<file path="src/rtl/mul_share_arbiter.sv">
// Round-robin arbiter that shares one multiplier8 between N requesters.
// All outputs are registered. A multiplier that never signals ready produces an error response.
module mul_share_arbiter #(
    parameter int N       = 4,
    parameter int IDW     = 2,
    parameter int TIMEOUT = 32
) (
    input  logic             clk,
    input  logic             reset,
    input  logic [N-1:0]     req_valid,
    input  logic [8*N-1:0]   req_a,
    input  logic [8*N-1:0]   req_b,
    output logic [N-1:0]     req_ready,
    output logic             resp_valid,
    output logic [IDW-1:0]   resp_id,
    output logic [15:0]      resp_p,
    output logic             resp_err,
    output logic             mul_start,
    output logic [7:0]       mul_a,
    output logic [7:0]       mul_b,
    input  logic [15:0]      mul_p,
    input  logic             mul_ready
);
    localparam int CW = $clog2(TIMEOUT + 1);

    typedef enum logic [2:0] {IDLE, START, HOLD, WAIT, DONE} state_t;

    state_t         state, next_state;
    logic [IDW-1:0] rr, owner;
    logic [CW-1:0]  wait_cnt;
    logic           wait_expired;

    logic           found_hi, found_lo, pick_found;
    logic [IDW-1:0] hi_idx, lo_idx, pick_idx;
    logic [N-1:0]   pick_onehot;
    logic [7:0]     pick_a, pick_b;

    // Two scans: the first valid index at or above rr wins, else the lowest valid index (wrap).
    always_comb begin
        found_hi = 1'b0;
        found_lo = 1'b0;
        hi_idx   = '0;
        lo_idx   = '0;
        for (int i = 0; i < N; i++) begin
            if (!found_hi && req_valid[i] && (i >= int'(rr))) begin
                found_hi = 1'b1;
                hi_idx   = IDW'(i);
            end
            if (!found_lo && req_valid[i]) begin
                found_lo = 1'b1;
                lo_idx   = IDW'(i);
            end
        end
        pick_found = found_lo;
        pick_idx   = found_hi ? hi_idx : lo_idx;
    end

    always_comb begin
        pick_onehot = '0;
        pick_a      = '0;
        pick_b      = '0;
        for (int i = 0; i < N; i++) begin
            if (IDW'(i) == pick_idx) begin
                pick_onehot[i] = 1'b1;
                pick_a         = req_a[8*i +: 8];
                pick_b         = req_b[8*i +: 8];
            end
        end
    end

    assign wait_expired = (wait_cnt == CW'(TIMEOUT - 1));

    always_ff @(posedge clk or posedge reset) begin
        if (reset) begin
            state <= IDLE;
        end else begin
            state <= next_state;
        end
    end

    // HOLD exists so that a ready left over from the previous operation is never taken as completion.
    always_comb begin
        next_state = state;
        case (state)
            IDLE:    if (pick_found) next_state = START;
            START:   next_state = HOLD;
            HOLD:    next_state = WAIT;
            WAIT:    if (mul_ready || wait_expired) next_state = DONE;
            DONE:    next_state = IDLE;
            default: next_state = IDLE;
        endcase
    end

    always_ff @(posedge clk or posedge reset) begin
        if (reset) begin
            req_ready  <= '0;
            resp_valid <= 1'b0;
            resp_id    <= '0;
            resp_p     <= '0;
            resp_err   <= 1'b0;
            mul_start  <= 1'b0;
            mul_a      <= '0;
            mul_b      <= '0;
            owner      <= '0;
            rr         <= '0;
            wait_cnt   <= '0;
        end else begin
            req_ready  <= '0;
            resp_valid <= 1'b0;
            mul_start  <= 1'b0;
            case (state)
                IDLE: begin
                    if (pick_found) begin
                        owner     <= pick_idx;
                        mul_a     <= pick_a;
                        mul_b     <= pick_b;
                        mul_start <= 1'b1;
                        req_ready <= pick_onehot;
                    end
                end
                HOLD: wait_cnt <= '0;
                WAIT: begin
                    if (mul_ready) begin
                        resp_p     <= mul_p;
                        resp_err   <= 1'b0;
                        resp_valid <= 1'b1;
                        resp_id    <= owner;
                    end else if (wait_expired) begin
                        resp_p     <= '0;
                        resp_err   <= 1'b1;
                        resp_valid <= 1'b1;
                        resp_id    <= owner;
                    end else begin
                        wait_cnt <= wait_cnt + 1'b1;
                    end
                end
                DONE: rr <= (owner == IDW'(N - 1)) ? '0 : owner + 1'b1;
                default: ;
            endcase
        end
    end
endmodule

</file>
<file path="config.mk">
export PLATFORM = sky130hd
export DESIGN_NAME = mul_share_arbiter
export DESIGN_NICKNAME = d
export VERILOG_FILES = /design/src/rtl/mul_share_arbiter.sv
export SDC_FILE = /design/constraint.sdc
export NUM_CORES = 1
export LEC_CHECK = 0
export CORE_ASPECT_RATIO = 0.75
export CORE_MARGIN = 2
export CORE_UTILIZATION = 45
export CTS_BUF_LIST = sky130_fd_sc_hd__clkbuf_8
export DETAILED_ROUTE_END_ITERATION = 12
export PLACE_DENSITY = 0.87
export SLEW_MARGIN = 20
export SYNTH_ARGS = -nofsm -noshare
export SYNTH_HDL_FRONTEND = slang
export SYNTH_SLANG_ARGS = --single-unit
</file>
<file path="constraint.sdc">
create_clock -name clk -period 2.6 [get_ports clk]
set_input_delay 0.65 -clock clk [delete_from_list [all_inputs] [get_ports clk]]
set_output_delay 0.65 -clock clk [all_outputs]
set_load 0.02 [all_outputs]
</file>
==> flow_summary.ini, run 1 <==
[grt]
grt_max_degree = 55
met2_usage_pct = 44.20
top_usage_layer = met2
antenna_found_initial = 0
use_met3_pct = 5.573
grt-ovfl-total = 0
grt_pass1_wl_um = 13700
gr-usage-all-layers_pct = 26.25
use_met1_pct = 33.91
grt_pass1_vias = 2859

[synthesis]
synth_area_um2 = 2714
synth_edf_count = 0
ys_seq_area_share_pct = 49.79
ys_async_sr_fraction_pct = 100.0
ys_warn_count = 0
ys_top_cells_by_area = dfrtp_1 (50%), a22o_1 (5.5%), o21bai_1 (4.4%), a22oi_1 (4.1%), a21oi_1 (3.9%)
syn-num-nets = 362
syn-instance-count = 273
ys_types = 46
synth_top_area_share_pct = 49.79
synth_seq_cells = 54
yosys_most_used_dff = dfrtp_1
synth_area_per_cell_um2 = 9.941
yosysTopAreaCell = dfrtp_1

[setup_path]
worstPathRequired_ns = 2.84
worstPathArrival_ns = 2.63
cp_max_fo = 15
endpoint_kind = register
path_class = primary input to register
worstSetupStartpointType = primary input

[clock_network]
post_cts_resized = 0
cts_max_level = 2
post_cts_buffers = 0
root_buffer = clkbuf_8
clk_pin_slew_ns = 0.10
cts_tree = yes
cts_buffer_depth = 2
numCtsBuffers = 5
clkLatencyLatePin_ns = 0.32
cts.sinks = 54
hold_buffers = 0

[route]
vias_per_cell = 5.689
dr.first_iter.drc_count = 176
routed_wl_um = 8461
num_vias = 2725
dr.pass1.iters = 4
drcViolationCount = 0
wire_per_inst_um = 17.66
ant_nets = 0

[die]
start_util_pct = 46.59
rows = 24
dieArea_um2 = 6674
die_h_um = 71.26
ios = 128
die_w_um = 93.67
core_region_area_um2 = 5826

[timing]
finalWorstPathRequiredPeriod_ns = 2.391
setup_slack_ns = 0.2091
hold_viol_final = 0
slew_violations = 0
fin_worst_skew_ns = 0.005109
relSlewSlack_pct = 58.37
timing.fmax_ghz = 0.4182
setup_viol = 0
tightest_slew_ns = 0.6245
fin_crit_sh_pct = 91.96
rsz0062_at_grt = false

[cells_and_area]
drive_above_1_share_pct = 7.980
final_common_cell = clkdlybuf4s50_1
final_cells = 479
n_antenna_cell = 0
final_cell_mix = clkdlybuf4s50_1 (127), dfrtp_1 (54), nor2_1 (28)
nets = 489
area_delta_synth_final_pct = 55.56

[placed_design]
post-place-ws_ns = -0.08466
portBuffers = 127
place_inst = 471
routabilityCongestion = 0.8750
hpwl_um = 6222

[outcome]
outcome = complete, no violations

[job]
max-cap-violations = 0

[power]
p_total_mw = 4.427
p_per_area_nw_per_um2 = 1049
leakagePower_nw = 1.801
vdd_ir_drop_max_mv = 0.4992

[worst_hold_path]
min_path_type = register to register
==> path summary, 6_finish.rpt <==
| check | from | end | slack (ns) | cells after the start |
|---|---|---|---|---|
| worst min-delay path | resp_p[10]$_DFFE_PP0P_ | resp_p[10]$_DFFE_PP0P_ | 0.51 | 1 |
| worst max-delay path | req_valid[0] | mul_a[7]$_DFFE_PP0P_ | 0.21 | 6 |
| worst min register to register | resp_p[10]$_DFFE_PP0P_ | resp_p[10]$_DFFE_PP0P_ | 0.51 | 1 |
| min in group asynchronous | reset | mul_a[0]$_DFFE_PP0P_ | 0.71 | 3 |
| max in group asynchronous | reset | resp_err$_DFFE_PP0P_ | 1.64 | 3 |
| worst max register to register | wait_cnt[0]$_DFFE_PP0P_ | wait_cnt[3]$_DFFE_PP0P_ | 0.63 | 5 |
==> area by class of cell <==
| type | count | area [um^2] |
|---|---|---|
| flip-flops and latches | 54 | 1351 |
| multi-input cells | 192 | 1220 |
| inverters | 6 | 22.52 |
| clock buffers | 5 | 68.82 |
| fillers | 440 | 1604 |
| clock inverters | 3 | 47.55 |
| well taps | 78 | 97.59 |
| repair buffers | 141 | 1414 |
==> registers in the layout (all words and copies together) (netlist names) <==
name	flops
mul_a	8
resp_err	1
wait_cnt	6
rr	2
resp_p	16
mul_start	1
req_ready	4
owner	2
state	3
mul_b	8
resp_id	2
resp_valid	1
==> synth_stat cells, types with 2 or more instances <==
cell      count
o21ai_1       9
a31oi_1       2
o21ai_0      12
o22ai_1      15
clkbuf_1      7
a22o_1       17
and2_1        2
nor2b_1       2
mux2_2        3
nor2_1       28
a21o_1        2
buf_4         2
buf_6         3
a22oi_1      15
nor3_1        4
a21oi_1      21
ha_1          2
buf_2         8
dfrtp_1      54
nand3_1       2
xnor2_1       2
inv_1         5
and3_1        2
nand2b_1      3
o31ai_1       3
o21bai_1     16
nand2_1      13
==> cell families (layout without fill, tap and decap cells) <==
group                    after synthesis  in the layout  share of synthesized area [%]
flip-flops                            54             54                          49.79
buffers and inverters                 27            155                          5.256
AND/OR/NAND/NOR                       65             65                          11.48
adder cells (fa/ha/maj)                2              2                         0.9219
XOR/XNOR                               2              2                         0.6456
multiplexers                           3              3                          1.245
AO/OA/AOI/OAI                        120            120                          30.66
==> report_power, final <==
part / internal (mW) / switching, mW
Sequential: 1.18 / 0.249
Combinational: 1.15 / 1.26
Clock: 0.292 / 0.297
Total: 2.62 / 1.81
==> worst max-delay path, cell delays in order <==
cell and delay [ns]:
clkdlybuf4s50_1 0.61, nor4_2 0.08, or4_1 0.51, a21oi_4 0.39, o21ai_0 0.19, o22ai_1 0.19
==> layer usage <==
metal / part of all wire (%) / vias up
met5: 0 / -
met3: 5.7 / 20
li1: - / 1258
met2: 49 / 119
met1: 43 / 1328
met4: 2.2 / 0
==> through the flow <==
step	TNS (ns)	utilization [%]	hold WS, ns	cell area, um^2
6_report	0	72.47	0.5139	4222
5_1_grt	0	72.47	0.5285	4222
3_3_place_gp	-0.001841	70.47	0.4839	4105
2_1_floorplan	0	-	0.4715	2714
4_1_cts	0	72.47	0.5194	4222
3_5_place_dp	-0.7810	70.47	0.4943	4105
Power figures use the tool's default switching activity.
==> run 2: changes to the inputs <==
--- a/config.mk
+++ b/config.mk
@@ -11,6 +11,7 @@
 export CTS_BUF_LIST = sky130_fd_sc_hd__clkbuf_8
 export DETAILED_ROUTE_END_ITERATION = 12
 export PLACE_DENSITY = 0.87
+export REMOVE_ABC_BUFFERS = 1
 export SLEW_MARGIN = 20
 export SYNTH_ARGS = -nofsm -noshare
 export SYNTH_HDL_FRONTEND = slang
==> flow_summary.ini, run 2 (synthesis results as in run 1) <==
[cells_and_area]
largest_registers = resp_p: 16 flops, mul_a: 8 flops, mul_b: 8 flops
final_cells = 481
largest_reg_flops = 16
n_antenna_cell = 0
area_delta_synth_final_pct = 55.42
final_cell_mix = clkdlybuf4s50_1 (127), dfrtp_1 (54), nor2_1 (28)
final_common_cell = clkdlybuf4s50_1
nets = 491
drive_above_1_share_pct = 8.189
regMostFlops = resp_p

[power]
vdd_ir_drop_max_mv = 0.5967
p_per_area_nw_per_um2 = 1041
leakagePower_nw = 1.802

[die]
dieArea_um2 = 6674
core_region_area_um2 = 5826
rows = 24
ios = 128
start_util_pct = 46.59
die_w_um = 93.67
die_h_um = 71.26

[placed_design]
place_inst = 473
routabilityCongestion = 0.8513
portBuffers = 127
hpwl_um = 6214
post-place-ws_ns = -0.1587

[timing]
tightest_slew_ns = 0.6052
hold_viol_final = 0
timing.fmax_ghz = 0.4009
slew_violations = 0
relSlewSlack_pct = 59.65
fin_worst_skew_ns = 0.008130
rsz0062_at_grt = false
fin_crit_sh_pct = 95.95
finalWorstPathRequiredPeriod_ns = 2.495
setup_slack_ns = 0.1054
setup_viol = 0

[route]
routed_wl_um = 8229
num_vias = 2716
dr.first_iter.drc_count = 136
wire_per_inst_um = 17.11
vias_per_cell = 5.647
ant_nets = 0
dr.pass1.iters = 5
drcViolationCount = 0

[outcome]
outcome = complete, no violations

[grt]
gr-usage-all-layers_pct = 25.84
grt_pass1_wl_um = 13530
antenna_found_initial = 0
grt-ovfl-total = 0
grt_max_degree = 36
grt_pass1_vias = 2769

[clock_network]
root_buffer = clkbuf_8
cts_tree = yes
clkLatencyLatePin_ns = 0.30
cts_buffer_depth = 2
hold_buffers = 0
post_cts_buffers = 0
numCtsBuffers = 5
post_cts_resized = 0
cts.sinks = 54
clk_pin_slew_ns = 0.10
cts_max_level = 2

[job]
max-cap-violations = 0

[worst_hold_path]
min_from = resp_p[14]$_DFFE_PP0P_
min_path_type = register to register

[setup_path]
path_class = primary input to register
cp_max_fo = 15
worstPathRequired_ns = 2.82
worstSetupStartpoint = req_valid[0]
endpoint_kind = register
timing.rr.start = state[0]$_DFFE_PP0P_
worstSetupStartpointType = primary input
worstPathArrival_ns = 2.71
[run 2: cell types whose count changed in the layout (fill, tap and decap cells not counted), sizes merged]
cell,previous run,this run
clkinv,1,0
buf,14,16
clkinvlp,0,1
[run 2: metal layers]
metal / routed length [um] / share of wire (%) / GRT usage, % / vias to the layer above
li1: - / - / - / 1265
met1: 3537 / 43 / 35.30 / 1349
met2: 4101 / 50 / 42.05 / 86
met3: 388 / 4.7 / 4.732 / 16
met4: 201 / 2.4 / 9.018 / 0
met5: 0 / 0 / 0 / -
[run 2: power by group]
part	switching [mW]	internal (mW)	leakage [nW]	total [mW]
logic	1.26	1.14	1.07	2.40
clock network	0.274	0.284	0.0556	0.558
registers	0.248	1.18	0.672	1.43
total	1.78	2.61	1.80	4.39
[run 2: worst paths after layout]
check                                          to  slack (ns)  cells after the start
setup / recovery             mul_b[7]$_DFFE_PP0P_        0.11                      6
hold / removal             resp_p[14]$_DFFE_PP0P_        0.51                      1
setup reg to reg             mul_b[7]$_DFFE_PP0P_        0.52                      4
max in group asynchronous    mul_b[1]$_DFFE_PP0P_        1.40                      3
min in group asynchronous   resp_p[2]$_DFFE_PP0P_        0.67                      2
hold reg to reg            resp_p[14]$_DFFE_PP0P_        0.51                      1
[run 2: area by class of cell]
cell class                 count  area (um^2)
clock buffer                   5        68.82
clock inverter                 3        41.29
fill                         439         1608
inverter                       6        22.52
multi-input combinational    192         1220
sequential                    54         1351
tap                           78        97.59
timing repair buffer         143         1416
[run 2: worst max-delay path: stages]
cell             delay, ns
clkdlybuf4s50_1       0.59
nor4_2                0.09
or4_1                 0.53
a21oi_4               0.43
o21ai_0               0.19
o22ai_1               0.22
[run 2: stage by stage]
| step | area, um^2 | hold WS, ns | TNS [ns] | util, % | power [mW] |
|---|---|---|---|---|---|
| 4_1_cts | 4218 | 0.5179 | 0 | 72.40 | 4.402 |
| 6_report | 4218 | 0.5117 | 0 | 72.40 | 4.389 |
| 3_3_place_gp | 4108 | 0.4909 | 0 | 70.51 | 3.741 |
| 3_5_place_dp | 4108 | 0.4906 | -0.9174 | 70.51 | 3.831 |
| 5_1_grt | 4218 | 0.5278 | 0 | 72.40 | 4.668 |
| 2_1_floorplan | 2594 | 0.4715 | 0 | - | 2.672 |
